File: config.mk
export PLATFORM = sky130hd
export DESIGN_NAME = sonar_scan_uc
export DESIGN_NICKNAME = d
export VERILOG_FILES = /design/src/rtl/sonar_scan_uc.sv
export SDC_FILE = /design/constraint.sdc
export NUM_CORES = 1
export LEC_CHECK = 0
export ABC_AREA = 1
export BUFFER_PORTS_ARGS = -buffer_cell sky130_fd_sc_hd__buf_2
export CORE_MARGIN = 2
export CORE_UTILIZATION = 53
export DETAILED_ROUTE_END_ITERATION = 6
export PLACE_DENSITY = 0.81
export SLEW_MARGIN = 25
export SYNTH_ARGS = -nofsm -noshare
export SYNTH_HDL_FRONTEND = slang
export SYNTH_SLANG_ARGS = --single-unit
File: constraint.sdc
create_clock -name clock -period 1.6 [get_ports clock]
set_clock_uncertainty 0.2 [all_clocks]
set_input_delay 0.08 -clock clock [delete_from_list [all_inputs] [get_ports clock]]
set_output_delay 0.08 -clock clock [all_outputs]
set_load 0.005 [all_outputs]
File: src/rtl/sonar_scan_uc.sv
// Sonar scan control unit: servo settle, measure, multi-byte report, then step the position.
// Define SONAR_TIMEOUT_EN to add the measurement timeout, the FALHA state and erro_medida.
module sonar_scan_uc #(
  parameter int unsigned N_POS          = 8,
  parameter int unsigned TX_BYTES       = 8,
  parameter int unsigned SETTLE_CYCLES  = 100_000_000,
  parameter int unsigned TIMEOUT_CYCLES = 2_000_000,
  localparam int unsigned POS_W = (N_POS > 1) ? $clog2(N_POS) : 1,
  localparam int unsigned TX_W  = (TX_BYTES > 1) ? $clog2(TX_BYTES) : 1
) (
  input  logic             clock,
  input  logic             reset,
  input  logic             ligar,
  input  logic             modo,
  input  logic             sensor_pronto,
  input  logic             serial_pronto,
  output logic             medicao,
  output logic             transmissao,
  output logic [TX_W-1:0]  sel_transmissao,
  output logic [POS_W-1:0] sel_posicao,
  output logic             fim_posicao,
  output logic             fim_varredura,
  output logic             erro_medida,
  output logic [3:0]       estado
);

  // One counter serves both the settle wait and the measurement timeout.
  localparam int unsigned CNT_MAX = (SETTLE_CYCLES > TIMEOUT_CYCLES) ? SETTLE_CYCLES
                                                                     : TIMEOUT_CYCLES;
  localparam int unsigned CNT_W   = (CNT_MAX > 1) ? $clog2(CNT_MAX) : 1;

  localparam logic [CNT_W-1:0] SETTLE_LAST = CNT_W'(SETTLE_CYCLES - 1);
  localparam logic [POS_W-1:0] POS_LAST    = POS_W'(N_POS - 1);
  localparam logic [POS_W-1:0] POS_TURN    = POS_W'((N_POS > 1) ? N_POS - 2 : 0);
  localparam logic [TX_W-1:0]  TX_LAST     = TX_W'(TX_BYTES - 1);

  typedef enum logic [2:0] {
    StInicial = 3'd0,
    StEspera  = 3'd1,
    StMedir   = 3'd2,
    StTx      = 3'd3,
    StProxPos = 3'd4,
    StFalha   = 3'd5
  } state_t;

  state_t           state_q;
  logic [CNT_W-1:0] cnt_q;
  logic [TX_W-1:0]  tx_idx_q;
  logic [POS_W-1:0] pos_q;
  logic             desc_q;

  always_ff @(posedge clock or posedge reset) begin
    if (reset) begin
      state_q  <= StInicial;
      cnt_q    <= '0;
      tx_idx_q <= '0;
      pos_q    <= '0;
      desc_q   <= 1'b0;
    end else if (!ligar) begin
      state_q  <= StInicial;
      cnt_q    <= '0;
      tx_idx_q <= '0;
    end else begin
      cnt_q <= '0;
      case (state_q)
        StInicial: state_q <= StEspera;
        StEspera: begin
          if (cnt_q == SETTLE_LAST) state_q <= StMedir;
          else                      cnt_q   <= cnt_q + 1'b1;
        end
        StMedir: begin
          if (sensor_pronto) state_q <= StTx;
`ifdef SONAR_TIMEOUT_EN
          else if (cnt_q == CNT_W'(TIMEOUT_CYCLES - 1)) state_q <= StFalha;
          else cnt_q <= cnt_q + 1'b1;
`endif
        end
        StFalha: state_q <= StTx;
        StTx: begin
          if (serial_pronto) begin
            if (tx_idx_q == TX_LAST) begin
              tx_idx_q <= '0;
              state_q  <= StProxPos;
            end else begin
              tx_idx_q <= tx_idx_q + 1'b1;
            end
          end
        end
        StProxPos: begin
          state_q <= StEspera;
          if (modo) begin
            desc_q <= 1'b0;
            pos_q  <= (pos_q == POS_LAST) ? '0 : pos_q + 1'b1;
          end else if (N_POS > 1) begin
            // Ping-pong: the end positions are visited once per turn-around.
            if (!desc_q) begin
              if (pos_q == POS_LAST) begin
                pos_q  <= POS_TURN;
                desc_q <= 1'b1;
              end else begin
                pos_q <= pos_q + 1'b1;
              end
            end else begin
              if (pos_q == '0) begin
                pos_q  <= POS_W'(1);
                desc_q <= 1'b0;
              end else begin
                pos_q <= pos_q - 1'b1;
              end
            end
          end
        end
        default: state_q <= StInicial;
      endcase
    end
  end

`ifdef SONAR_TIMEOUT_EN
  logic erro_q;

  // Tracks the MEDIR exits taken by the state register above.
  always_ff @(posedge clock or posedge reset) begin
    if (reset) begin
      erro_q <= 1'b0;
    end else if (ligar) begin
      if (state_q == StMedir && !sensor_pronto && cnt_q == CNT_W'(TIMEOUT_CYCLES - 1)) begin
        erro_q <= 1'b1;
      end else if (state_q == StEspera && cnt_q == SETTLE_LAST) begin
        erro_q <= 1'b0;
      end
    end
  end

  assign erro_medida = erro_q;
`else
  assign erro_medida = 1'b0;
`endif

  assign estado          = {1'b0, state_q};
  assign medicao         = (state_q == StMedir);
  assign transmissao     = (state_q == StTx);
  assign fim_posicao     = (state_q == StProxPos);
  assign fim_varredura   = (state_q == StProxPos) &&
                           ((pos_q == POS_LAST && !desc_q) || (pos_q == '0 && desc_q));
  assign sel_transmissao = tx_idx_q;
  assign sel_posicao     = pos_q;

endmodule
=== Yosys cells after proc, flatten, opt, wreduce, memory -nomap -nowiden ===
Index checks and enable logic that the tools add are counted.

* Multiplexer cells: 22
* Reduce and logical (&&, ||, !) cells: 11
* Eq/ne operators: 14
* $add $sub $neg: 4

{| class="wikitable"
|+ Operators by type and width
! kind !! number
|-
| 2-to-1 mux 27 bit || 3
|-
| 2-to-1 mux 3 bit || 14
|-
| adder 27 x 1 -> 27 bit, second input constant || 1
|-
| equality test 27 bit, second input constant || 1
|-
| case mux 3 bit (5 select lines) || 1
|-
| equality test 3 bit, second input constant || 4
|-
| inequality test 3 bit, second input constant || 3
|-
| adder 3 x 1 -> 3 bit, second input constant || 2
|-
| equality test 3 x 2 -> 1 bit, second input constant || 2
|-
| zero test 3 bit || 2
|-
| 2-to-1 mux 1 bit || 4
|-
| inequality test 2 x 1 -> 1 bit, second input constant || 2
|-
| AND reduction 2 bit || 2
|-
| AND reduction 4 bit || 1
|-
| equality test 3 x 1 -> 1 bit, second input constant || 1
|-
| logical AND 1 bit || 3
|-
| inequality test 3 x 2 -> 1 bit, second input constant || 1
|-
| subtractor 3 x 1 -> 3 bit, second input constant || 1
|-
| OR reduction 2 bit || 1
|-
| zero test 1 bit || 1
|-
| logical OR 1 bit || 1
|}

* Output and inout bits: 15
* Bits in registers: 37
* Word-level logic and storage cells: 56

=== Logic depth before layout (Yosys ltp) ===
Gate-level depths: netlist of the first run.

* Word-level depth: 5
* Gate-level depth with buffers: 11
* Depth with buffers taken out: 10

=== Worst setup path after synthesis of the first run ===
Ideal clock, no wire load.

* Path kind: register to register
* Start point: register cnt_q[0]
* End point: register cnt_q[20]
* Arrival: 1.306 ns
* Buffers on the path: 1
* Data required time: 1.278 ns
* Stages on the path, launching flop included: 10
* Library setup time: 0.122 ns
* Slack: -0.028 ns
* Period minus slack after synthesis: 1.628 ns
* Cells stage by stage: dfrtp_1 > ha_1 > nand3_4 > nor2_4 > nand3_2 > nand2_4 > inv_2 > buf_6 > nand2_1 > nor2_1

* Word-level cells in the longest chain between the ends: 4
* Elaborated cells on any way between the ends: 5

{| class="wikitable"
|+ RTL lines
! element !! line !! RTL
|-
| from (decl) || 47 || <nowiki>logic [CNT_W-1:0] cnt_q;</nowiki>
|-
| from (signal assigned) || 69 || <nowiki>else cnt_q <= cnt_q + 1'b1;</nowiki>
|-
| adder 27 x 1 -> 27 bit or equality test 27 bit (tied branches) || 69, 68 ||
|-
| 2-to-1 mux 27 bit (*) || 68 || <nowiki>if (cnt_q == SETTLE_LAST) state_q <= StMedir;</nowiki>
|-
| 2-to-1 mux 27 bit (*) || 65 || <nowiki>case (state_q)</nowiki>
|-
| 2-to-1 mux 27 bit (*) || 59 || <nowiki>end else if (!ligar) begin</nowiki>
|}

Every way passes the cells marked *; elsewhere a longest branch is shown, timed or not.
A chain may end at the register's enable or synchronous reset.

=== Worst setup path after layout of the first run ===
* Start point: register cnt_q[5]
* End point: register cnt_q[20]

Same word-level chain as after synthesis.

==> reports/qor.csv, run 1 <==
metric,value,unit
sequential area share after synthesis,39.8,%
first-pass GRT wire length,9550,um
Hold Fails Final Rpt,0,
synth unique cells,30,
cts bufs inserted,5,
vias per cell,5.35,
Hold Slack,97.5,ps
post-synthesis cell area,0.00232,sq mm
post-route cell area,0.00322,sq mm
# nets final,400,
status,"complete, but fails checks",
synth warn,0,
clk root buf,clkbuf_8,
Layout Cells excl Fill,439,
"Clk Latency, worst-skew pair",300,ps
crit-path cells,nand2_2 > inv_2 > nand2_1 > nor2_1 > nand3_1 > o21ai_1 > nand2_1 > nor2_1,
GRT Util Overall,24.4,%
Hold Path Class,in -> reg,
Pleak,1.49,nW
WL per Instance,15.1,um
"Arr. time, crit path",1830,ps
CP endpoint,cnt_q[20],
Setup CP Type,reg -> reg,
DP Area,0.00264,sq mm
Crit-path slowest cell,dfrtp_1,
"FF+latch count, synth",37,
Worst-path clk slew,90,ps
CP Buf/Inv Count,1,
io pins,21,
CTS Sinks,37,
layout cell share with drive strength beyond 1,37.5,%
core area,0.00429,sq mm
Worst R2R Setup Slack,-210,ps
H-tree levels,2,
Startpoint Class,flop,
Initial Util,54.1,%
Top delay family on crit path,simple AND/OR/NAND/NOR gates,
pwr/cell area,884,mW/mm^2
GPL Wtd Cong,0.918,
RSZ-0062 raised after global routing,yes,
failing checks,negative setup slack,
global route overflow,0,
crit path launch,cnt_q[5],
routed via count,2347,
CP required,1620,ps
IO buf count,18,
RR Startpoint,cnt_q[5],
fin crit share,113,%
Rows,24,
synthesized area per cell,7.28,sq um
DRC violations left,0,
fmax,554,MHz
post-DP HPWL,3940,um
Clock Path Buffers,2,
Max VDD drop,875,uV
Post-Synthesis Cells,319,
Die Y,70.2,um
Post-Place Cells,410,
fillcell total,294,
Max Fanout on Critical Path,3,
Ant. Diodes,0,
CTS tree,done,
PnR worst setup slack,-205,ps
pre-CTS WS,-64.3,ps
Crit path largest cell delay,430,ps
First DRT Iteration DRCs,173,
final wirelength,6630,um
number of global-route vias before repair,2211,
Crit Reg-Reg Endpoint,cnt_q[20],
utilization after layout,75.0,%
Slew Limit Fails,0,
maxcap violations,0,
final critical path time including I/O delays and setup,1810,ps
Finish-stage setup viols,31,
area growth from synthesis to layout,38.6,%
initial antenna violation count,0,
CP endpoint kind,flop,
total die area,0.00493,sq mm
largest net degree at the start of global routing,38,
First-pass DRT Iterations,4,
Die W,70.2,um
remaining antenna violation count after routing,0,
R2R depth,8,
Crit. path cell count,8,
[cell type report]
class,count,area (sq um),area share [%]
tap,52,65.1,2.02
clock inverter,3,17.5,0.544
timing repair buffer,63,472,14.6
sequential,37,930,28.9
clock buffer,5,68.8,2.14
inverter,47,191,5.94
multi-input combinational,232,1480,45.8
[worst min-delay path: stages]
cell and delay, ps:
buf_2 90, nor3_1 40, a21oi_1 140, buf_4 160, nand2_1 50
[placed cells by master (no fill, tap or decap), types with 3 or more instances in the layout]
cell type | synthesis | routed
nand2_1 | 75 | 65
nor2_4 | 4 | 13
buf_4 | 3 | 33
dfrtp_2 | 0 | 3
nand3_1 | 11 | 8
nor2_1 | 60 | 45
ha_1 | 8 | 3
a21oi_1 | 10 | 8
buf_6 | 1 | 7
inv_2 | 3 | 5
nand2_2 | 5 | 11
o21ai_1 | 2 | 3
inv_4 | 0 | 3
nor2_2 | 5 | 11
nand3_2 | 1 | 4
buf_2 | 0 | 18
dlygate4sd3_1 | 0 | 4
clkbuf_8 | 0 | 5
inv_1 | 44 | 38
o21ai_0 | 10 | 7
ha_4 | 0 | 5
nor3_2 | 1 | 6
o211ai_1 | 3 | 3
dfrtp_1 | 37 | 34
xor2_1 | 7 | 5
nand4_1 | 8 | 8
nand2_4 | 2 | 6
[flip-flops by register name (all words and copies together), names as in the netlist]
register         cells
sel_posicao          3
state_q              3
cnt_q               27
sel_transmissao      3
desc_q               1
[logic make-up after synthesis]
kind of cell	count (synthesis)	synth area share [%]
AOI/OAI and AO/OA	30	7.32
xor gates and xnor gates	10	3.77
adders and majority gates	8	4.31
buffers and inverters	51	9.05
DFF	37	39.8
other	1	0.161
and+or+nand+nor	182	35.5
[report_power, final]
part	switching (mW)	internal [mW]
logic	0.567	0.465
clock network	0.372	0.301
registers	0.124	1.02
total	1.06	1.79
[how the worst min path moves through the flow]
| stage | from | to | slack [ps] | cells past startpoint |
|---|---|---|---|---|
| global placement | reset | sel_posicao[1] | 10 | 3 |
| floorplan | ligar | sel_transmissao[0] | 20 | 1 |
| CTS | sensor_pronto | state_q[1] | 10 | 5 |
| detailed placement | reset | cnt_q[18] | 20 | 3 |
| finish | sensor_pronto | state_q[1] | 100 | 5 |
| global route | sensor_pronto | state_q[1] | 150 | 5 |
[layer usage]
| layer | vias to the layer above | track usage (%) | routed length (um) |
|---|---|---|---|
| li1 | 1132 | - | - |
| met1 | 1097 | 29.8 | 2670 |
| met2 | 95 | 41.3 | 3380 |
| met3 | 23 | 5.05 | 363 |
| met4 | 0 | 11.8 | 206 |
| met5 | - | 0 | 0 |
[synth_stat cells]
master,count,area (sq um)
nor2_4,4,45.0
o211ai_1,3,22.5
nor2_2,5,31.3
buf_4,3,22.5
inv_2,3,11.3
buf_6,1,11.3
o21a_1,1,7.51
o22ai_1,2,12.5
xor2_1,7,61.3
o211a_1,1,10.0
nand2_2,5,31.3
nand3_1,11,55.1
dfrtp_1,37,926
nor3_2,1,10.0
nand3_4,1,17.5
nor4_1,1,6.26
nand4_1,8,50.1
conb_1,1,3.75
xnor2_1,3,26.3
o21ai_1,2,10.0
a21o_1,1,7.51
ha_1,8,100
a21oi_1,10,50.1
inv_1,44,165
nand2_1,75,282
nand3_2,1,10.0
nor2_1,60,225
nor3_1,8,40.0
o21ai_0,10,50.1
nand2_4,2,22.5
[timing repair]
item,4_1_cts,5_1_grt
hold endpoints to repair,43,0
gates cloned,0,0
buffers inserted,8,10
pin swaps,11,19
endpoints found under the setup margin,16,35
hold buffers,4,0
resized for setup,24,66
[stage by stage]
step	setup TNS (ps)	power, mW
after floorplan	0	1.55
after global placement	-40.3	1.75
after detailed placement	-398	1.78
after CTS	-459	2.55
after global routing	-4800	2.98
final	-2850	2.85
No activity file was read; power rests on OpenSTA's default activity.
==> run 2, diff against run 1 <==
--- a/config.mk
+++ b/config.mk
@@ -6,11 +6,11 @@
 export NUM_CORES = 1
 export LEC_CHECK = 0
 export ABC_AREA = 1
-export BUFFER_PORTS_ARGS = -buffer_cell sky130_fd_sc_hd__buf_2
 export CORE_MARGIN = 2
-export CORE_UTILIZATION = 53
+export CORE_UTILIZATION = 55
 export DETAILED_ROUTE_END_ITERATION = 6
-export PLACE_DENSITY = 0.81
+export DONT_BUFFER_PORTS = 1
+export PLACE_DENSITY = 0.79
 export SLEW_MARGIN = 25
 export SYNTH_ARGS = -nofsm -noshare
 export SYNTH_HDL_FRONTEND = slang
==> reports/qor.csv, run 2 (synthesis results as in run 1) <==
metric,value,unit,change
Hold Fails Final Rpt,0,,unchanged
Setup CP Type,reg -> reg,,
Initial Util,57.7,%,+3.6 points
Max VDD drop,805,uV,-8.1%
"Arr. time, crit path",1820,ps,about the same
fin crit share,117,%,+3.8 points
CP endpoint kind,flop,,
layout cell share with drive strength beyond 1,42.2,%,+4.7 points
RR Startpoint,sel_posicao[0],,
first-pass GRT wire length,9740,um,+2.0%
failing checks,negative setup slack,,
Least-Margin Pin Slew,505,ps,
Hold Path Class,in -> async,,
global route overflow,0,,unchanged
Post-Place Cells,395,,-3.7%
total die area,0.00476,sq mm,-3.4%
Final Power,3.00,mW,+5.2%
setup TNS,-5390,ps,-2540 ps
Finish-stage setup viols,35,,+13%
"Clk Latency, worst-skew pair",300,ps,about the same
number of global-route vias before repair,2215,,+0.18%
Die W,69.0,um,-1.7%
WL per Instance,20.4,um,+35%
Die Y,69.0,um,-1.7%
Startpoint Class,flop,,
final critical path time including I/O delays and setup,1870,ps,+60.7 ps
Clock Path Buffers,2,,unchanged
pwr/cell area,895,mW/mm^2,+1.2%
CP required,1560,ps,-60 ps
R2R depth,7,,-1
PnR worst setup slack,-266,ps,-60.7 ps
Worst-path clk slew,80,ps,about the same
Hold Slack,194,ps,+96.7 ps
post-DP HPWL,3850,um,-2.4%
H-tree levels,2,,unchanged
fillcell total,196,,-33%
max reg flops,27,,unchanged
area growth from synthesis to layout,44.0,%,
clk root buf,clkbuf_8,,
"commonest non-fill, non-tap cell in the layout",nand2_1,,
Max Fanout on Critical Path,3,,unchanged
First-pass DRT Iterations,5,,+1
Slew Limit Fails,0,,unchanged
DRC violations left,0,,unchanged
remaining antenna violation count after routing,0,,unchanged
Pleak,1.51,nW,+1.1%
maxcap violations,0,,unchanged
Layout Cells excl Fill,441,,+0.46%
core area,0.00403,sq mm,-6.2%
CTS Sinks,37,,unchanged
Biggest register,cnt_q,,
IO buf count,0,,-18
Ant. Diodes,0,,unchanged
Crit Reg-Reg Endpoint,desc_q,,
routed via count,2695,,+15%
GRT Util Overall,27.6,%,+3.2 points
most frequent cells in the layout,"nand2_1 (60), buf_4 (48), nor2_1 (38), dfrtp_1 (33), inv_1 (32)",,
io pins,21,,unchanged
status,"complete, but fails checks",,
GPL Wtd Cong,0.875,,-4.7%
Worst R2R Setup Slack,-270,ps,-60 ps
initial antenna violation count,0,,unchanged
# nets final,404,,+1.0%
Rows,23,,-4.2%
vias per cell,6.11,,+14%
CTS tree,done,,
fmax,536,MHz,-3.3%
slew margin rel.,66.4,%,
final wirelength,8990,um,+36%
RSZ-0062 raised after global routing,yes,,
largest net degree at the start of global routing,38,,unchanged
cts bufs inserted,5,,unchanged
First DRT Iteration DRCs,356,,+110%
run 2: final cells by class:
type / count / area (sq um) / area share, %
multi-input cells: 233 / 1520 / 45.5
repair inverters: 1 / 6.26 / 0.187
repair buffers: 65 / 549 / 16.4
clock inverters: 2 / 10.0 / 0.299
inverters: 47 / 191 / 5.72
flip-flops and latches: 37 / 931 / 27.8
well taps: 50 / 62.6 / 1.87
clock buffers: 6 / 72.6 / 2.17
run 2: critical path, stage by stage, from the launching register on:
cell      delay, ps
dfrtp_1         410
ha_2            220
ha_4            170
inv_4            60
nor2_4           40
buf_6           120
o211ai_1        340
o21ai_1         160
run 2: metrics by stage:
stage | cell area [sq um] | setup slack (ps) | utilization [%]
final | 3350 | -266 | 83.1
after global routing | 3350 | -276 | 83.1
after CTS | 2890 | -105 | 71.7
after detailed placement | 2590 | -78.6 | 64.2
after global placement | 2590 | -5.52 | 64.2
after floorplan | 2340 | 23.4 | -
run 2: timing repair:
item	in CTS	in global routing
cloned	0	2
resized for setup	26	89
hold buffers	5	0
setup buffers	12	22
endpoints found under the hold margin	47	0
endpoints found under the setup margin	15	38
pin swaps	14	40
run 2: power by group:
part	switching, mW	internal [mW]	leakage (nW)
combinational	0.685	0.503	0.964
sequential	0.125	1.02	0.499
clock	0.359	0.302	0.0450
run 2: worst max path at each step:
stage                               end  slack (ps)           start  cells after the start
after floorplan               cnt_q[20]          20        cnt_q[0]                      9
after global placement        cnt_q[26]          -6        cnt_q[0]                      8
after detailed placement      cnt_q[26]         -80        cnt_q[0]                      8
after CTS                 fim_varredura        -100  sel_posicao[1]                      6
after global routing          cnt_q[24]        -280        cnt_q[1]                     10
final                            desc_q        -270  sel_posicao[0]                      7
run 2: routing by layer:
layer / GRT usage (%) / share of wire (%) / up-vias
li1: - / - / 1137
met1: 33.3 / 35 / 1278
met2: 47.4 / 47 / 205
met3: 6.49 / 9.6 / 75
met4: 11.3 / 8.1 / 0
met5: 0 / 0 / -
==> run 3, diff against run 2 <==
--- a/config.mk
+++ b/config.mk
@@ -5,8 +5,7 @@
 export SDC_FILE = /design/constraint.sdc
 export NUM_CORES = 1
 export LEC_CHECK = 0
-export ABC_AREA = 1
-export CORE_MARGIN = 2
+export ABC_AREA = 0
 export CORE_UTILIZATION = 55
 export DETAILED_ROUTE_END_ITERATION = 6
 export DONT_BUFFER_PORTS = 1
==> reports/qor.csv, run 3 <==
metric,value,unit,change
CTS tree,done,,
IO buf count,0,,unchanged
Die Y,65.4,um,-5.2%
sequential area share after synthesis,41.9,%,+2.0 points
Worst Hold Launch,ligar,,
fin crit share,126,%,+9.2 points
PnR worst setup slack,-413,ps,-147 ps
top post-synthesis cells by area,"dfrtp_1 (42%), ha_1 (4.5%), xnor2_1 (4.4%), nor3_1 (3.8%), a211oi_1 (3.4%)",,
Hold Slack,65.3,ps,-129 ps
DRC violations left,0,,unchanged
vias per cell,6.15,,+0.66%
Synth Area in Adders,4.53,%,+0.22 points
First DRT Iteration DRCs,134,,-62%
final wirelength,6230,um,-31%
most common cell in the netlist,dfrtp_1,,
Setup CP Type,reg -> reg,,
Post-Synth XOR/XNOR Area,5.55,%,+1.8 points
Least-Margin Pin Slew,527,ps,+22.4 ps
layout cell share with drive strength beyond 1,42.9,%,+0.71 points
io pins,21,,unchanged
largest net degree at the start of global routing,38,,unchanged
max reg flops,27,,unchanged
DP Area,0.00262,sq mm,+1.2%
Worst R2R Setup Slack,-410,ps,-150 ps
first-pass GRT wire length,9150,um,-6.1%
"commonest non-fill, non-tap cell in the layout",buf_4,,
remaining antenna violation count after routing,0,,unchanged
multiplexer share of the synthesized area,0.905,%,+0.91 points
CP required,1570,ps,about the same
First-pass DRT Iterations,4,,-1
Pleak,1.26,nW,-16%
Ant. Diodes,0,,unchanged
core area,0.00377,sq mm,-6.4%
initial antenna violation count,0,,unchanged
Startpoint Class,flop,,
Post-Place Cells,317,,-20%
Finish-stage setup viols,32,,-8.6%
Post-synth EDFFs,0,,unchanged
synth unique cells,47,,+57%
clk root buf,clkbuf_8,,
global route overflow,0,,unchanged
total die area,0.00428,sq mm,-10%
RSZ-0062 raised after global routing,yes,,
fmax,497,MHz,-7.3%
Yosys top cell area share,41.9,%,+2.0 points
ys flop type,dfrtp_1,,
largest area contributor in the netlist,dfrtp_1,,
Slew Limit Fails,0,,unchanged
hold worst-path end,cnt_q[6],,
Hold Fails Final Rpt,0,,unchanged
main combinational cell family by area after synthesis,simple AND/OR/NAND/NOR gates,,
WL per Instance,18.5,um,-9.2%
Crit Reg-Reg Endpoint,cnt_q[22],,
slew margin rel.,64.9,%,-1.5 points
simple-gate share of the synthesized area,26.3,%,-9.3 points
synth warn,0,,unchanged
Hold Path Depth,3,,
cts bufs inserted,5,,unchanged
Initial Util,58.6,%,+0.96 points
post-route cell area,0.00302,sq mm,-9.8%
Multi-input gate area,0.00134,sq mm,-12%
"FF+latch count, synth",37,,unchanged
failing checks,negative setup slack,,
final critical path time including I/O delays and setup,2010,ps,+147 ps
routed via count,2073,,-23%
synthesized area per cell,9.78,sq um,+34%
Reg area,930,sq um,-0.13%
"Clk Latency, worst-skew pair",300,ps,about the same
R2R depth,7,,unchanged
GRT Util Overall,28.5,%,+0.83 points
post-DP HPWL,3520,um,-8.6%
Max VDD drop,811,uV,+0.83%
"top cells by count, synth","dfrtp_1 (37), nor3_1 (17), nand2_1 (16), inv_1 (12)",,
setup TNS,-10810,ps,-5420 ps
Worst-path clk slew,70,ps,about the same
Biggest register,cnt_q,,
Hold Path Class,in -> reg,,
area growth from synthesis to layout,36.6,%,
Max Fanout on Critical Path,5,,+2
Clock Path Buffers,2,,unchanged
Layout Cells excl Fill,337,,-24%
pwr/cell area,599,mW/mm^2,-33%
most frequent cells in the layout,"buf_4 (62), dfrtp_1 (34), nor3_1 (17), nand2_1 (14)",,
fillcell total,214,,+9.2%
RR Startpoint,cnt_q[11],,
Compound-Gate Fraction of Synth Area,14.8,%,+7.5 points
GPL Wtd Cong,0.835,,-4.6%
CP endpoint kind,flop,,
maxcap violations,0,,unchanged
"Arr. time, crit path",1990,ps,+170 ps
Die W,65.4,um,-5.2%
Rows,22,,-4.3%
"FFs w/ async S/R, synth",100,%,unchanged
number of global-route vias before repair,2078,,-6.2%
# nets final,303,,-25%
CTS Sinks,37,,unchanged
status,"complete, but fails checks",,
H-tree levels,2,,unchanged
post-synthesis cell area,0.00221,sq mm,-4.8%
Post-Synthesis Cells,226,,-29%
## run 3: cell types whose count changed in the layout (fill, tap and decap cells not counted), moves of 9 or more
cell     previous run  this run
nor2_2             17         0
nor2_4             14         2
nor3_1              3        17
nand2_1            60        14
nand2_2            17         2
buf_4              48        62
xnor2_1             1        11
o31ai_1             0         9
nor2_1             38         4
inv_1              32         8
## run 3: layer usage
layer / track usage, % / share of wire, % / up-vias
met3: 6.08 / 5.6 / 14
li1: - / - / 957
met4: 11.4 / 2.4 / 0
met2: 50.4 / 52 / 71
met1: 33.3 / 40 / 1031
met5: 0 / 0 / -
## run 3: timing repair
item                                    in CTS  in global routing
pin swaps                                    7                 10
endpoints found under the hold margin       47                  0
endpoints found under the setup margin      33                 35
buffers inserted                             4                  5
hold buffers                                 4                  0
cloned                                       0                  0
gates resized for setup                     26                 26
## run 3: where the power goes
group,internal (mW),switching [mW]
Clock,0.453,0.322
Sequential,0.940,0.00432
Combinational,0.0297,0.0608
Total,1.42,0.387
## run 3: worst max path at each step
stage / slack [ps] / start / to / cells after the start
4_1_cts: -390 / cnt_q[0] / cnt_q[22] / 5
6_report: -410 / cnt_q[11] / cnt_q[22] / 7
2_1_floorplan: -470 / cnt_q[0] / cnt_q[22] / 6
5_1_grt: -500 / cnt_q[1] / cnt_q[13] / 7
3_3_place_gp: -370 / cnt_q[1] / cnt_q[22] / 5
3_5_place_dp: -490 / cnt_q[0] / cnt_q[24] / 5
## run 3: logic make-up (layout without fill, tap and decap cells)
| kind of cell | count (synthesis) | count (layout) |
|---|---|---|
| adders and majority gates | 8 | 8 |
| and+or+nand+nor | 95 | 95 |
| other | 1 | 2 |
| muxes | 2 | 2 |
| buffers and inverters | 26 | 88 |
| DFF | 37 | 37 |
| xor gates and xnor gates | 14 | 14 |
| AOI/OAI and AO/OA | 43 | 43 |
## run 3: layout make-up
| type | instances | area share [%] |
|---|---|---|
| Sequential cell | 37 | 30.8 |
| Tap cell | 48 | 1.99 |
| Clock inverter | 2 | 1.16 |
| Timing Repair Buffer | 69 | 17.9 |
| Inverter | 12 | 1.57 |
| Multi-Input combinational cell | 164 | 44.3 |
| Clock buffer | 5 | 2.28 |
## run 3: worst max-delay path, stage by stage, from the launching register on
cell,delay (ps)
dfrtp_1,390
and4_4,250
nand4_1,170
buf_4,210
buf_4,130
buf_4,130
o31ai_1,310
a211oi_2,110
## run 3: per-stage QoR
step	setup WS [ps]	total power, mW	utilization (%)
after global routing	-497	1.87	80.1
after global placement	-368	1.03	69.4
after detailed placement	-489	1.03	69.4
after CTS	-390	1.81	76.8
after floorplan	-466	1.01	-
final	-413	1.81	80.1
